### src/rtl/ysyx_24080006_mdu_seq_pkg.sv
// ysyx_24080006_pkg: shared types for the iterative RV32M multiply/divide sequencer.
package ysyx_24080006_pkg;
    typedef enum logic [1:0] {MULL, MULH, DIV, REM} mdu_op_t;
    typedef struct packed {
        logic    mdu_enable;
        logic    signed_a;
        logic    signed_b;
        mdu_op_t mdu_op;
    } mdu_set_t;
    typedef enum logic [1:0] {IDLE, CALC, FIX, DONE} mdu_state_t;
endpackage

### src/rtl/ysyx_24080006_mdu_seq_if.sv
// ysyx_24080006_mdu_seq_if: request/response handshake between EXU (master) and the MDU (slave).
interface ysyx_24080006_mdu_seq_if import ysyx_24080006_pkg::*; #(parameter int XLEN = 32);
    logic            flush;
    logic            in_valid;
    logic            in_ready;
    mdu_set_t        mdu_set;
    logic [XLEN-1:0] src_a;
    logic [XLEN-1:0] src_b;
    logic            out_valid;
    logic            out_ready;
    logic [XLEN-1:0] result;
    logic            busy;
    modport master (
        output flush, in_valid, mdu_set, src_a, src_b, out_ready,
        input  in_ready, out_valid, result, busy
    );
    modport slave (
        input  flush, in_valid, mdu_set, src_a, src_b, out_ready,
        output in_ready, out_valid, result, busy
    );
endinterface

### src/rtl/ysyx_24080006_mdu_seq.sv
// ysyx_24080006_mdu_seq: radix-2 shift-add multiply / restoring divide over XLEN cycles,
// one shared adder/subtractor, sign fix-up in a final cycle.
module ysyx_24080006_mdu_seq import ysyx_24080006_pkg::*; #(
    parameter int XLEN      = 32,
    parameter bit FAST_SPEC = 1'b1
) (
    input logic                      clock,
    input logic                      reset_n,
    ysyx_24080006_mdu_seq_if.slave   mdu
);
    localparam int CW = $clog2(XLEN);
    localparam logic [XLEN-1:0] MIN_NEG = {1'b1, {(XLEN-1){1'b0}}};

    mdu_state_t        r_state;
    logic [CW-1:0]     r_cnt;
    logic [2*XLEN:0]   r_acc;
    logic [XLEN-1:0]   r_div;
    mdu_op_t           r_op;
    logic              r_neg;
    logic [XLEN-1:0]   r_result;

    logic              w_accept, w_sa, w_sb, w_is_div, w_dz, w_ovf, w_fast, w_neg;
    logic [XLEN-1:0]   w_abs_a, w_abs_b, w_spec_res;
    logic              w_mul, w_sub, w_ge;
    logic [XLEN:0]     w_x;
    logic [XLEN-1:0]   w_y;
    logic [XLEN+1:0]   w_sum;
    logic [2*XLEN:0]   w_acc_nx;
    logic [2*XLEN-1:0] w_prod;
    logic [XLEN-1:0]   w_rem, w_fix_res;

    assign mdu.in_ready  = (r_state == IDLE) & ~mdu.flush;
    assign mdu.out_valid = (r_state == DONE);
    assign mdu.busy      = (r_state != IDLE);
    assign mdu.result    = r_result;

    always_comb begin
        w_accept   = mdu.in_valid & mdu.mdu_set.mdu_enable & mdu.in_ready;
        w_sa       = mdu.mdu_set.signed_a & mdu.src_a[XLEN-1];
        w_sb       = mdu.mdu_set.signed_b & mdu.src_b[XLEN-1];
        w_abs_a    = w_sa ? -mdu.src_a : mdu.src_a;
        w_abs_b    = w_sb ? -mdu.src_b : mdu.src_b;
        w_is_div   = (mdu.mdu_set.mdu_op == DIV) | (mdu.mdu_set.mdu_op == REM);
        w_dz       = w_is_div & (mdu.src_b == '0);
        w_ovf      = w_is_div & mdu.mdu_set.signed_a & mdu.mdu_set.signed_b &
                     (mdu.src_a == MIN_NEG) & (mdu.src_b == '1);
        w_fast     = FAST_SPEC & (w_dz | w_ovf);
        w_spec_res = w_dz ? ((mdu.mdu_set.mdu_op == DIV) ? '1 : mdu.src_a)
                          : ((mdu.mdu_set.mdu_op == DIV) ? mdu.src_a : '0);
        // Suppressing the quotient sign on /0 lets the slow path yield all-ones and REM=src_a naturally
        w_neg      = (mdu.mdu_set.mdu_op == REM) ? w_sa : (w_sa ^ w_sb) & ~w_dz;
    end

    always_comb begin
        w_mul    = (r_op == MULL) | (r_op == MULH);
        w_sub    = ~w_mul;
        w_x      = w_mul ? r_acc[2*XLEN:XLEN] : r_acc[2*XLEN-1:XLEN-1];
        w_y      = (w_mul & ~r_acc[0]) ? '0 : r_div;
        w_sum    = {1'b0, w_x} + ({2'b00, w_y} ^ {(XLEN+2){w_sub}}) + (XLEN+2)'(w_sub);
        w_ge     = ~w_sum[XLEN+1];
        w_acc_nx = w_mul ? {1'b0, w_sum[XLEN:0], r_acc[XLEN-1:1]}
                         : {w_ge ? w_sum[XLEN:0] : w_x, r_acc[XLEN-2:0], w_ge};
        w_prod    = r_neg ? -r_acc[2*XLEN-1:0] : r_acc[2*XLEN-1:0];
        w_rem     = r_neg ? -r_acc[2*XLEN-1:XLEN] : r_acc[2*XLEN-1:XLEN];
        w_fix_res = (r_op == MULH) ? w_prod[2*XLEN-1:XLEN] :
                    (r_op == REM)  ? w_rem : w_prod[XLEN-1:0];
    end

    always_ff @(posedge clock or negedge reset_n) begin
        if (!reset_n) begin
            r_state  <= IDLE;
            r_cnt    <= '0;
            r_acc    <= '0;
            r_div    <= '0;
            r_op     <= MULL;
            r_neg    <= 1'b0;
            r_result <= '0;
        end else if (mdu.flush) begin
            r_state <= IDLE;
            r_cnt   <= '0;
        end else begin
            case (r_state)
                IDLE: if (w_accept) begin
                    r_op    <= mdu.mdu_set.mdu_op;
                    r_neg   <= w_neg;
                    r_div   <= w_abs_b;
                    r_acc   <= {{(XLEN+1){1'b0}}, w_abs_a};
                    r_cnt   <= '0;
                    r_state <= w_fast ? DONE : CALC;
                    if (w_fast) r_result <= w_spec_res;
                end
                CALC: begin
                    r_acc <= w_acc_nx;
                    r_cnt <= r_cnt + 1'b1;
                    if (r_cnt == CW'(XLEN-1)) r_state <= FIX;
                end
                FIX: begin
                    r_result <= w_fix_res;
                    r_state  <= DONE;
                end
                DONE: if (mdu.out_ready) r_state <= IDLE;
                default: r_state <= IDLE;
            endcase
        end
    end
endmodule

### src/flat_wrapper.sv
// flat-port wrapper written by rule: the top's interface ports become plain ports
module ysyx_24080006_mdu_seq_flat import ysyx_24080006_pkg::*;
#(
    parameter int XLEN      = 32,
    parameter bit FAST_SPEC = 1'b1
)
  (clock, reset_n, mdu_flush, mdu_in_valid, mdu_mdu_set, mdu_src_a, mdu_src_b, mdu_out_ready, mdu_in_ready, mdu_out_valid, mdu_result, mdu_busy);
  ysyx_24080006_mdu_seq_if #(.XLEN(XLEN)) mdu_i ();
  input logic clock;
  input logic reset_n;
  input wire logic [$bits(mdu_i.flush)-1:0] mdu_flush;
  input wire logic [$bits(mdu_i.in_valid)-1:0] mdu_in_valid;
  input wire logic [$bits(mdu_i.mdu_set)-1:0] mdu_mdu_set;
  input wire logic [$bits(mdu_i.src_a)-1:0] mdu_src_a;
  input wire logic [$bits(mdu_i.src_b)-1:0] mdu_src_b;
  input wire logic [$bits(mdu_i.out_ready)-1:0] mdu_out_ready;
  output wire logic [$bits(mdu_i.in_ready)-1:0] mdu_in_ready;
  output wire logic [$bits(mdu_i.out_valid)-1:0] mdu_out_valid;
  output wire logic [$bits(mdu_i.result)-1:0] mdu_result;
  output wire logic [$bits(mdu_i.busy)-1:0] mdu_busy;
  assign mdu_i.flush = mdu_flush;
  assign mdu_i.in_valid = mdu_in_valid;
  assign mdu_i.mdu_set = mdu_mdu_set;
  assign mdu_i.src_a = mdu_src_a;
  assign mdu_i.src_b = mdu_src_b;
  assign mdu_i.out_ready = mdu_out_ready;
  assign mdu_in_ready = mdu_i.in_ready;
  assign mdu_out_valid = mdu_i.out_valid;
  assign mdu_result = mdu_i.result;
  assign mdu_busy = mdu_i.busy;
  ysyx_24080006_mdu_seq #(.XLEN(XLEN), .FAST_SPEC(FAST_SPEC)) u_core (.clock(clock), .reset_n(reset_n), .mdu(mdu_i));
endmodule
### config.mk
export PLATFORM = sky130hd
export DESIGN_NAME = ysyx_24080006_mdu_seq_flat
export DESIGN_NICKNAME = d
export VERILOG_FILES = /design/src/rtl/ysyx_24080006_mdu_seq_pkg.sv /design/src/rtl/ysyx_24080006_mdu_seq_if.sv /design/src/rtl/ysyx_24080006_mdu_seq.sv /design/src/flat_wrapper.sv
export SDC_FILE = /design/constraint.sdc
export NUM_CORES = 1
export LEC_CHECK = 0
export ABC_AREA = 1
export CELL_PAD_IN_SITES_DETAIL_PLACEMENT = 1
export CELL_PAD_IN_SITES_GLOBAL_PLACEMENT = 2
export CORE_MARGIN = 2
export CORE_UTILIZATION = 37
export DETAILED_ROUTE_END_ITERATION = 10
export DONT_BUFFER_PORTS = 1
export PLACE_DENSITY_LB_ADDON = 0.1
export SKIP_LAST_GASP = 1
export SLEW_MARGIN = 20
export SYNTH_ARGS = -nofsm -noshare
export SYNTH_HDL_FRONTEND = slang
export SYNTH_SLANG_ARGS = --single-unit
### constraint.sdc
create_clock -name clock -period 9.5 [get_ports clock]
set_input_delay 0.95 -clock clock [delete_from_list [all_inputs] [get_ports clock]]
set_output_delay 0.95 -clock clock [all_outputs]
set_load 0.02 [all_outputs]
* Word-level counts from Yosys, hierarchy flattened
Index checks and enable logic that the tools add are counted.
** Storage, ports and cells
- Register bits after elaboration :: 139
- Input port bits :: 74
** Cells by class
- Add/subtract/negate cells :: 7
- Eq/ne operators :: 15
- Muxes and demuxes :: 28
- Bitwise logic cells :: 22
- Reduce and logical (&&, ||, !) cells :: 12
** Operator list (number)
- $mux 32 :: 11
- $mux 65 :: 2
- $pmux 65 s2 :: 1
- $neg 32->32 :: 3
- $mux 33 :: 2
- $eq 32x32->1 const B :: 2
- $mux 64 :: 1
- $neg 64->64 :: 1
- $pmux 32 s2 :: 1
- $add 33x34->34 :: 1
- $add 34x1->34 :: 1
- $xor 32x34->34 :: 1
- $logic_not 32->1 :: 1
- $and 1x1->1 :: 12
- $eq 2x2->1 const B :: 5
- $mux 2 :: 5
- $mux 5 :: 2
- $pmux 5 s2 :: 1
- $reduce_and 3->1 :: 3
- $pmux 2 s4 :: 1
- $ne 3x2->1 const B :: 2
- $reduce_bool 2->1 :: 3
- $add 5x1->5 const B :: 1
- $eq 5x5->1 const B :: 1
- other kinds (11) :: 20

* Longest topological paths before layout
Gate-level depths: netlist of run 1.
- Depth in word-level cells :: 11
- Mapped depth :: 25
- Gate-level depth less buffers :: 22

* Worst setup path after synthesis of run 1
Ideal clock, no wire load.
- Path kind :: register -> register
- From :: register u_core.r_op[1]
- To :: register u_core.r_acc[41]
- Library setup time :: 0.121 ns
- Arrival :: 3.177 ns
- Slack :: 6.202 ns
- Cell stages (with the launch flop) :: 23
- Period minus slack after synthesis :: 3.298 ns
- Path through :: dfrtp_1 buf_4 buf_2 clkbuf_1 buf_1 a21oi_1 o21ai_0 inv_1 ha_1 nand2_1 nor2_1 nand2_1 nor2_1 nand2_1 nand3_2 nand2_1 nand2_4 nand2_4 nand2_4 buf_6 nor2_1 o21bai_1 nand2_1
** Between the ends
- Longest elaborated chain between the ends :: 10
- Elaborated cells between the ends (all ways) :: 13
- Those cells by class :: add/sub (2); eq/ne (1); mux (5); bitwise (4); reduce/logical (1)
** RTL lines
- start: declaration :: line ysyx_24080006_mdu_seq.sv:18 : mdu_op_t r_op;
- start signal: assignment :: line ysyx_24080006_mdu_seq.sv:84 : r_op <= mdu.mdu_set.mdu_op;
- $eq 2x1->1 or $logic_not 2->1 (tied branches) :: line ysyx_24080006_mdu_seq.sv:55 : w_mul = (r_op == MULL) | (r_op == MULH);
- $or 1x1->1 * :: line ysyx_24080006_mdu_seq.sv:55
- $and 1x1->1 :: line ysyx_24080006_mdu_seq.sv:58 : w_y = (w_mul & ~r_acc[0]) ? '0 : r_div;
- $mux 32 :: line ysyx_24080006_mdu_seq.sv:58
- $xor 32x34->34 :: line ysyx_24080006_mdu_seq.sv:59 : w_sum = {1'b0, w_x} + ({2'b00, w_y} ^ {(XLEN+2){w_sub}}) + (XLEN+2)'(w_sub);
- $add 33x34->34 :: line ysyx_24080006_mdu_seq.sv:59
- $add 34x1->34 :: line ysyx_24080006_mdu_seq.sv:59
- $mux 33 :: line ysyx_24080006_mdu_seq.sv:62 : : {w_ge ? w_sum[XLEN:0] : w_x, r_acc[XLEN-2:0], w_ge};
- $mux 65 * :: line ysyx_24080006_mdu_seq.sv:61 : w_acc_nx = w_mul ? {1'b0, w_sum[XLEN:0], r_acc[XLEN-1:1]}
- $pmux 65 s2 * :: line ysyx_24080006_mdu_seq.sv:82 : case (r_state)
- end signal: assignment :: line ysyx_24080006_mdu_seq.sv:87 : r_acc <= {{(XLEN+1){1'b0}}, w_abs_a};
- end signal: assignment :: line ysyx_24080006_mdu_seq.sv:93 : r_acc <= w_acc_nx;
- end: declaration :: line ysyx_24080006_mdu_seq.sv:16 : logic [2*XLEN:0] r_acc;
Every way passes the cells marked *; elsewhere a longest branch is shown, timed or not.
A chain may end at the register's enable or synchronous reset.

* Final worst setup path of run 1
- From :: register u_core.r_op[1]
- To :: register u_core.r_acc[59]
The elaborated chain is that of the path after synthesis.

==> flow_metrics.tcl, run 1 <==
set metrics [dict create \
    status "finished, final reports clean" \
    regArea_mm2 0.00348 \
    use_met1 0.413 \
    cts_tree "done" \
    p_per_area_mw_per_mm2 388 \
    drive_gt1_frac 0.0309 \
    crit_path_end_kind "flip-flop" \
    p_clk_frac 0.108 \
    root_buffer "clkbuf_16" \
    layout.nets 2855 \
    worst_pin_slew_ns 1.08 \
    rsz0062_at_grt "no" \
    core_mm2 0.0419 \
    ioPinCount 109 \
    drc 0 \
    cp.arrival_ns 5.33 \
    p_seq_frac 0.200 \
    hold_path.class "in2async" \
    drtIter0Drc 1389 \
    grt_overflow 0 \
    antenna_cells 0 \
    antenna_found_initial 0 \
    final.fill_count 5863 \
    syn_area_mm2 0.0157 \
    grt_pass1_vias 18400 \
    wire_per_inst_um 22.1 \
    wirelength_um 72600 \
    synth.distinct_cells 45 \
    use_met3 0.0367 \
    die_x_um 210 \
    initial_core_util 0.375 \
    critPathKind "reg2reg" \
    fin_crit_sh 0.522 \
    yosysWarnings 0 \
    max_freq_mhz 202 \
    vdd_drop_max_v 0.000191 \
    ys_ff_latch 139 \
    p_comb_frac 0.692 \
    place_area_mm2 0.0160 \
    vias 18800 \
    min_period_ns 4.96 \
    grt_use_total 0.328 \
    finClkSkew_ns 0.0116 \
    async_flop_share 1.00 \
    grt_max_degree 140 \
    synth_cells 2825 \
    busiest_layer "met2" \
    cts_made_buffers 17 \
    max_cap_viol_count 0 \
    multiInputGateArea_mm2 0.0106 \
    startpoint_type "flip-flop" \
    htreeDepth 4 \
    grt_pass1_wl_um 110000 \
    row_count 75 \
    final_common_cell "nand2_1" \
    via_per_inst 5.72 \
    dp_hpwl_um 57500 \
    synth_ff_type "dfrtp_1" \
    port_buffers 0 \
    hold_violations 0 \
    clock_sink_count 139 \
    switching_share 0.617 \
    setup_viol 0 \
    clock_path_buffers 2 \
    final_area_mm2 0.0166 \
    die_y_um 210 \
    post_cts_buffers 0 \
    fin_tns_setup_ns 0 \
    final_cell_mix "843 x nand2_1, 376 x nor2_1, 301 x inv_1, 264 x o21ai_0, 261 x nand3_1" \
    die_area_mm2 0.0440 \
    cp_max_fo 70 \
    intPower_w 0.00247 \
    p_leak_nw 8.20 \
    cts-resized-gates 0 \
    place.gp.congestion 0.941 \
    clkLatencyLatePin_ns 0.49 \
    clk_pin_slew_ns 0.07 \
    worst_ep_required_time_ns 9.87 \
    p_switching_w 0.00397 \
    cts-hold-fix-buffers 0 \
    max-slew-margin-rel 0.276 \
    ant_nets 0 \
    met2_usage 0.549 \
    firstDrtPassIters 5 \
    synth_edf_count 0 \
    avgSynthCellArea_um2 5.55 \
    syn-num-nets 2943 \
    ys_seq_area_frac 0.222 \
    syn_to_final_growth_pct 5.91 \
    finalMaxSlewViolations 0 \
]
-- final timing paths --
check | start | to | slack, ns | cells past startpoint
worst max-delay path | u_core.r_op[1]$_DFFE_PN0P_ | u_core.r_acc[59]$_DFFE_PN0P_ | 4.54 | 20
worst min-delay path | reset_n | u_core.mdu.result[14]$_DFFE_PN0P_ | 0.16 | 0
worst max register to register | u_core.r_op[1]$_DFFE_PN0P_ | u_core.r_acc[59]$_DFFE_PN0P_ | 4.54 | 20
worst min register to register | u_core.r_div[24]$_DFFE_PN0P_ | u_core.r_div[24]$_DFFE_PN0P_ | 0.49 | 2
max in group asynchronous | reset_n | u_core.mdu.result[30]$_DFFE_PN0P_ | 9.03 | 0
min in group clock | u_core.r_div[24]$_DFFE_PN0P_ | u_core.r_div[24]$_DFFE_PN0P_ | 0.49 | 2
-- power by group through the flow --
stage,clock [W],sequential (W),combinational [W]
3_3_place_gp,0,0.00128,0.00429
3_5_place_dp,0,0.00129,0.00438
4_1_cts,0.000707,0.00128,0.00441
2_1_floorplan,0,0.00108,0.00310
5_1_grt,0.000726,0.00132,0.00495
6_report,0.000694,0.00129,0.00446
-- critical path, cell delays in order (launching register included) --
cell	delay [ns]
dfrtp_4	0.81
buf_4	0.65
inv_2	0.09
buf_4	0.35
o21ai_1	0.24
inv_2	0.05
nor2_2	0.23
fa_1	0.34
nand2_1	0.12
o21ai_0	0.68
nand2_1	0.10
nand2_1	0.26
nand2_1	0.08
nand2_1	0.13
nand2_1	0.12
nand3_1	0.18
nand3_1	0.10
nand2_1	0.11
inv_1	0.04
nand2_1	0.07
nand2_1	0.05
-- metrics by stage --
stage	instances	setup slack, ns	hold WS (ns)	total power, W	utilization
after floorplan	2825	6.20	0.453	0.00418	-
after global placement	3257	4.79	0.475	0.00558	0.383
after detailed placement	3257	4.65	0.486	0.00567	0.383
after CTS	3289	4.64	0.135	0.00640	0.397
after global routing	3289	4.26	0.140	0.00700	0.397
final	3289	4.54	0.160	0.00645	0.397
-- synthesized netlist by cell type, drive strengths merged (2+ instances only) --
library cell	n	share of area
a211oi	2	0.00096
a21o	3	0.0014
a21oi	183	0.058
a22o	2	0.0011
a311oi	3	0.0017
a31oi	33	0.013
buf	28	0.0087
clkbuf	96	0.023
dfrtp	139	0.22
ha	43	0.034
inv	311	0.074
nand2	848	0.20
nand3	262	0.084
nand3b	8	0.0038
nand4	46	0.018
nor2	383	0.092
nor3	39	0.012
nor4	8	0.0032
o211ai	12	0.0057
o21a	7	0.0034
o21ai	296	0.095
o21bai	9	0.0043
o22ai	2	0.00080
o31ai	7	0.0034
or2	7	0.0028
xnor2	6	0.0034
xor2	34	0.019
-- flip-flops by register name, indices dropped and copies added, names as in the netlist --
name and cells:
u_core.r_op 2, u_core.r_neg 1, u_core.r_state 2, u_core.r_acc 65
u_core.mdu.result 32, u_core.r_div 32, u_core.r_cnt 5
-- cell families (layout without fill, tap and decap cells) --
| family | count (synthesis) | after routing | synth area share |
|---|---|---|---|
| and+or+nand+nor | 1603 | 1603 | 0.423 |
| AOI/OAI and AO/OA | 563 | 563 | 0.191 |
| buffers and inverters | 436 | 361 | 0.106 |
| DFF | 139 | 139 | 0.222 |
| adders and majority gates | 44 | 44 | 0.0356 |
| xor gates and xnor gates | 40 | 40 | 0.0223 |
-- final cells by class --
class	instances	area share
multi-input cells	2250	0.636
flip-flops and latches	139	0.210
inverters	312	0.0705
well taps	539	0.0406
clock buffers	18	0.0258
clock inverters	14	0.00919
repair buffers	17	0.00768
-- routing by layer --
metal | share of wire | wire length [um] | vias up
met3 | 0.038 | 2740 | 127
met5 | 0 | 0 | -
met4 | 0.055 | 3990 | 0
met2 | 0.48 | 34600 | 447
met1 | 0.43 | 31300 | 9186
li1 | - | - | 9041
Power figures use the tool's default switching activity.
==> run 2, diff against run 1 <==
--- a/config.mk
+++ b/config.mk
@@ -9,7 +9,7 @@
 export CELL_PAD_IN_SITES_DETAIL_PLACEMENT = 1
 export CELL_PAD_IN_SITES_GLOBAL_PLACEMENT = 2
 export CORE_MARGIN = 2
-export CORE_UTILIZATION = 37
+export CORE_UTILIZATION = 31
 export DETAILED_ROUTE_END_ITERATION = 10
 export DONT_BUFFER_PORTS = 1
 export PLACE_DENSITY_LB_ADDON = 0.1
==> constraint.sdc (replaced) <==
create_clock -name clock -period 4.2 [get_ports clock]
set_input_delay 0.42 -clock clock [delete_from_list [all_inputs] [get_ports clock]]
set_output_delay 0.42 -clock clock [all_outputs]
set_load 0.02 [all_outputs]
==> run 2 against run 1 <==
Sequential cell count unchanged. Non-clock buffer count increased by 30. Cell count increased by 5.0%. Total power increased by 130%. Core utilization decreased by 5.6 points. Sequential share of layout area decreased by 0.54 points.
==> flow_metrics.tcl, run 2 (synthesis gave the netlist of run 1 again) <==
set metrics [dict create \
    firstDrtPassIters 5 \
    row_count 82 \
    cts_made_buffers 17 \
    wire_per_inst_um 22.0 \
    initial_core_util 0.313 \
    post-place-cells 3418 \
    dp_hpwl_um 61200 \
    fin_crit_sh 0.923 \
    instances_no_fill 3452 \
    port_buffers 0 \
    drive_gt1_frac 0.0406 \
    regMostFlops "u_core.r_acc" \
    via_per_inst 5.39 \
    grt_overflow 0 \
    largest_reg_flops 65 \
    finClkSkew_ns 0.0146 \
    grt_pass1_wl_um 116000 \
    clk_pin_slew_ns 0.06 \
    grt_pass1_vias 18600 \
    die_area_mm2 0.0524 \
    core_mm2 0.0501 \
    cp.arrival_ns 4.23 \
    hold_violations 0 \
    die_x_um 229 \
    die_y_um 229 \
    max_freq_mhz 258 \
    max-slew-margin-rel 0.395 \
    root_buffer "clkbuf_16" \
    critPathKind "reg2reg" \
    worst_pin_slew_ns 0.908 \
    worst_ep_required_time_ns 4.55 \
    vias 18600 \
    final_cell_mix "843 x nand2_1, 376 x nor2_1, 301 x inv_1, 264 x o21ai_0, 261 x nand3_1" \
    hold_path.class "in2reg" \
    clock_path_buffers 2 \
    ioPinCount 109 \
    setup_viol 0 \
    min_period_ns 3.88 \
    vdd_drop_max_v 0.000426 \
    ant_nets 0 \
    cp_max_fo 87 \
    p_per_area_mw_per_mm2 871 \
    antenna_cells 0 \
    finalMaxSlewViolations 0 \
    crit_path_end_kind "flip-flop" \
    wirelength_um 75800 \
    startpoint_type "flip-flop" \
    fin_tns_setup_ns 0 \
    htreeDepth 4 \
    drc 0 \
    syn_to_final_growth_pct 8.69 \
    clock_sink_count 139 \
    max_cap_viol_count 0 \
    grt_max_degree 140 \
    cts_tree "done" \
    grt_use_total 0.288 \
    status "finished, final reports clean" \
    final_util 0.340 \
    drtIter0Drc 1151 \
    rsz0062_at_grt "no" \
    clkLatencyLatePin_ns 0.48 \
    antenna_found_initial 0 \
    layout.nets 2885 \
    p_leak_nw 8.36 \
    place.gp.congestion 0.942 \
    final_common_cell "nand2_1" \
]
==> run 2: cell count changes in the layout (fill, tap and decap cells not counted), moves of 2 or more <==
cell,before,now
inv_6,4,1
clkinv_2,0,3
buf_12,0,2
inv_8,5,1
buf_4,17,43
clkinv_4,1,4
==> run 2: timing repair <==
item                                   CTS  global route
setup endpoints to repair                0            11
gates resized for setup                  0             1
hold buffers                             2             0
buffers inserted                         0             0
endpoints found under the hold margin  139             0
==> run 2: path summary, 6_finish.rpt <==
check                      slack (ns)  cells past startpoint                                end                    startpoint
min in group asynchronous        0.48                      2  u_core.mdu.result[16]$_DFFE_PN0P_                       reset_n
max reg2reg                      0.32                     18       u_core.r_acc[48]$_DFFE_PN0P_    u_core.r_op[1]$_DFFE_PN0P_
min reg2reg                      0.51                      2       u_core.r_div[24]$_DFFE_PN0P_  u_core.r_div[24]$_DFFE_PN0P_
max in group asynchronous        2.92                      2         u_core.r_op[1]$_DFFE_PN0P_                       reset_n
min                              0.10                      2       u_core.r_div[18]$_DFFE_PN0P_                 mdu_src_b[18]
max                              0.32                     18       u_core.r_acc[48]$_DFFE_PN0P_    u_core.r_op[1]$_DFFE_PN0P_
==> run 2: area by class of cell <==
| class | count | area [um^2] |
|---|---|---|
| inverters | 312 | 1170 |
| well taps | 672 | 841 |
| multi-input cells | 2250 | 10600 |
| fillers | 6857 | 33000 |
| clock buffers | 19 | 433 |
| flip-flops and latches | 139 | 3480 |
| repair buffers | 47 | 400 |
| clock inverters | 13 | 145 |
==> run 2: per-layer routing <==
layer	track usage	share of wire	up-vias
met5	0	0	-
met4	0.120	0.039	0
met3	0.0279	0.026	95
met2	0.494	0.48	334
met1	0.369	0.45	9088
li1	-	-	9100
==> run 2: worst max-delay path: stages (launching register included) <==
cell and delay [ns]:
dfrtp_4 0.61, buf_12 0.26, o21ai_0 0.61, ha_1 0.34
nand2_1 0.12, nor2_1 0.19, nand2_1 0.10, nor2_1 0.12
nand2_1 0.07, nand3_2 0.15, nand2_1 0.13, nand2_4 0.25
nand2_4 0.12, nand2_4 0.27, inv_2 0.14, nand2_1 0.08
nand2_1 0.05, nand2_1 0.06, nand2_1 0.05
==> run 2: power by group <==
part	internal, W	leakage (nW)	total (W)	switching, W
combinational	0.00298	6.36	0.0105	0.00750
sequential	0.00191	1.73	0.00283	0.000923
clock	0.000876	0.279	0.00154	0.000665
==> run 2: stage by stage <==
stage	setup slack, ns	cell area, um^2	hold slack (ns)	power [W]
CTS	0.310	17000	0.0742	0.0148
detailed placement	0.343	16400	0.133	0.0132
finish	0.322	17000	0.102	0.0148
global placement	0.449	16400	0.133	0.0130
global route	0.0150	17000	0.0950	0.0162
floorplan	0.902	15700	0.124	0.00946
==> run 3, diff against run 2 <==
--- a/config.mk
+++ b/config.mk
@@ -8,7 +8,7 @@
 export ABC_AREA = 1
 export CELL_PAD_IN_SITES_DETAIL_PLACEMENT = 1
 export CELL_PAD_IN_SITES_GLOBAL_PLACEMENT = 2
-export CORE_MARGIN = 2
+export CORE_MARGIN = 3
 export CORE_UTILIZATION = 31
 export DETAILED_ROUTE_END_ITERATION = 10
 export DONT_BUFFER_PORTS = 1
==> run 3 against run 2 <==
Wire length is 2.7% higher. Clock power is 6% higher. Total power is 1.8% higher. Cell count is 0.29% lower. Setup slack better by 0.25 ns. Critical path depth is 4 lower. Largest cell class unchanged. Core utilization is 0.42 points higher. Register-to-register slack better by 0.25 ns. Cell area stayed put.
==> flow_metrics.tcl, run 3 (synthesis gave the netlist of run 1 again) <==
set metrics [dict create \
    status "finished, final reports clean" \
    cts-hold-fix-buffers 2 \
    worst_ep_required_time_ns 4.62 \
    drive_gt1_frac 0.0403 \
    crit_family "simple AND/OR/NAND/NOR gates" \
    crit_path_cell_trace "inv_2 > ha_1 > inv_1 > nor3_1 > nand3_1 > nor2_1 > nand3_1 > nand2_1 > nand2_1 > o21ai_0 > nand3_1 > nand2_1 > nand2_1 > nand2_1" \
    dp_hpwl_um 62500 \
    cp.arrival_ns 4.05 \
    clock_sink_count 139 \
    core_mm2 0.0495 \
    p_leak_nw 8.37 \
    grt_pass1_vias 19000 \
    final_cell_mix "844 x nand2_1, 376 x nor2_1, 301 x inv_1, 264 x o21ai_0, 261 x nand3_1" \
    crit_top_cell "nand2_1" \
    wirelength_um 77800 \
    syn_to_final_growth_pct 8.69 \
    firstDrtPassIters 5 \
    cts_tree "done" \
    p_per_area_mw_per_mm2 887 \
    row_count 81 \
    dp_worst_setup_slack_ns 0.595 \
    post_cts_buffers 0 \
    max-slew-margin-rel 0.342 \
    clock_path_buffers 2 \
    final.fill_count 6766 \
    regMostFlops "u_core.r_acc" \
    cp_max_fo 12 \
    fin_ws_ns 0.572 \
    cts_made_buffers 17 \
    hold_violations 0 \
    fin_tns_setup_ns 0 \
    grt_max_degree 140 \
    drtIter0Drc 1247 \
    finClkSkew_ns 0.0211 \
    max_cap_viol_count 0 \
    die_area_mm2 0.0533 \
    ant_nets 0 \
    htreeDepth 4 \
    use_met1 0.364 \
    grt_use_total 0.290 \
    drc 0 \
    layout.nets 2884 \
    met2_usage 0.505 \
    clkLatencyLatePin_ns 0.49 \
    die_x_um 231 \
    place.gp.congestion 0.904 \
    largest_reg_flops 65 \
    final_common_cell "nand2_1" \
    wire_per_inst_um 22.6 \
    rsz0062_at_grt "no" \
    antenna_cells 0 \
    grt_pass1_wl_um 118000 \
    critPathKind "reg2reg" \
    busiest_layer "met2" \
    crit_path_end_kind "flip-flop" \
    cp_slowest_cell "dfrtp_1" \
    worst_pin_slew_ns 0.984 \
    vias 18700 \
    cts-resized-gates 0 \
    root_buffer "clkbuf_16" \
    finalMaxSlewViolations 0 \
    port_buffers 0 \
    cpPeakStageDelay_ns 0.50 \
    min_period_ns 3.63 \
    grt_overflow 0 \
    max_freq_mhz 276 \
    antenna_found_initial 0 \
    cp_num_buf_inv 2 \
    setup_viol 0 \
    clk_pin_slew_ns 0.08 \
    hold_path.class "in2reg" \
    die_y_um 231 \
    startpoint_type "flip-flop" \
    ioPinCount 109 \
    initial_core_util 0.317 \
    via_per_inst 5.44 \
    fin_crit_sh 0.864 \
    use_met3 0.0323 \
    vdd_drop_max_v 0.000365 \
]
run 3: worst paths after layout:
path                                                   start                           endpoint  slack (ns)  cells after the start
worst max-delay path             u_core.r_acc[0]$_DFFE_PN0P_  u_core.mdu.result[20]$_DFFE_PN0P_        0.57                     14
worst min-delay path                          mdu_mdu_set[1]         u_core.r_op[1]$_DFFE_PN0P_        0.09                      2
worst max register to register   u_core.r_acc[0]$_DFFE_PN0P_  u_core.mdu.result[20]$_DFFE_PN0P_        0.57                     14
worst min register to register  u_core.r_div[24]$_DFFE_PN0P_       u_core.r_div[24]$_DFFE_PN0P_        0.49                      2
max in group asynchronous                            reset_n         u_core.r_op[1]$_DFFE_PN0P_        2.91                      2
min in group asynchronous                            reset_n       u_core.r_acc[40]$_DFFE_PN0P_        0.55                      2
run 3: stage by stage:
step / hold slack [ns] / instance area (um^2) / std cells / total power (W) / utilization
after CTS: 0.0432 / 17000 / 3442 / 0.0151 / 0.345
after global placement: 0.132 / 16400 / 3409 / 0.0132 / 0.332
after detailed placement: 0.132 / 16400 / 3409 / 0.0133 / 0.332
final: 0.0861 / 17000 / 3442 / 0.0151 / 0.345
after floorplan: 0.124 / 15700 / 2825 / 0.00946 / -
after global routing: 0.0620 / 17000 / 3442 / 0.0165 / 0.345
run 3: per-layer routing:
metal / up-vias / share of wire / wire (um)
li1: 9092 / - / -
met1: 9184 / 0.43 / 33800
met2: 361 / 0.49 / 38300
met3: 102 / 0.031 / 2430
met4: 0 / 0.041 / 3200
met5: - / 0 / 0
run 3: cell type report:
type / count / area, um^2 / share of cell area
clock inverter: 13 / 156 / 0.00918
sequential: 139 / 3480 / 0.204
inverter: 312 / 1170 / 0.0687
clock buffer: 18 / 439 / 0.0258
multi-input combinational: 2250 / 10600 / 0.619
tap: 664 / 831 / 0.0487
timing repair buffer: 46 / 405 / 0.0238
run 3: power by group:
part | total (W) | switching (W) | internal [W]
Clock | 0.00164 | 0.000741 | 0.000903
Combinational | 0.0106 | 0.00759 | 0.00301
Sequential | 0.00287 | 0.000960 | 0.00191
Total | 0.0151 | 0.00930 | 0.00582
run 3: worst register-to-register path: cells and delay by family (launching register included):
family                     cells  cell delay (ns)
and+or+nand+nor               10             2.27
adders and majority gates      1             0.24
DFF                            1             0.50
buffers and inverters          2             0.36
AOI/OAI and AO/OA              1             0.21
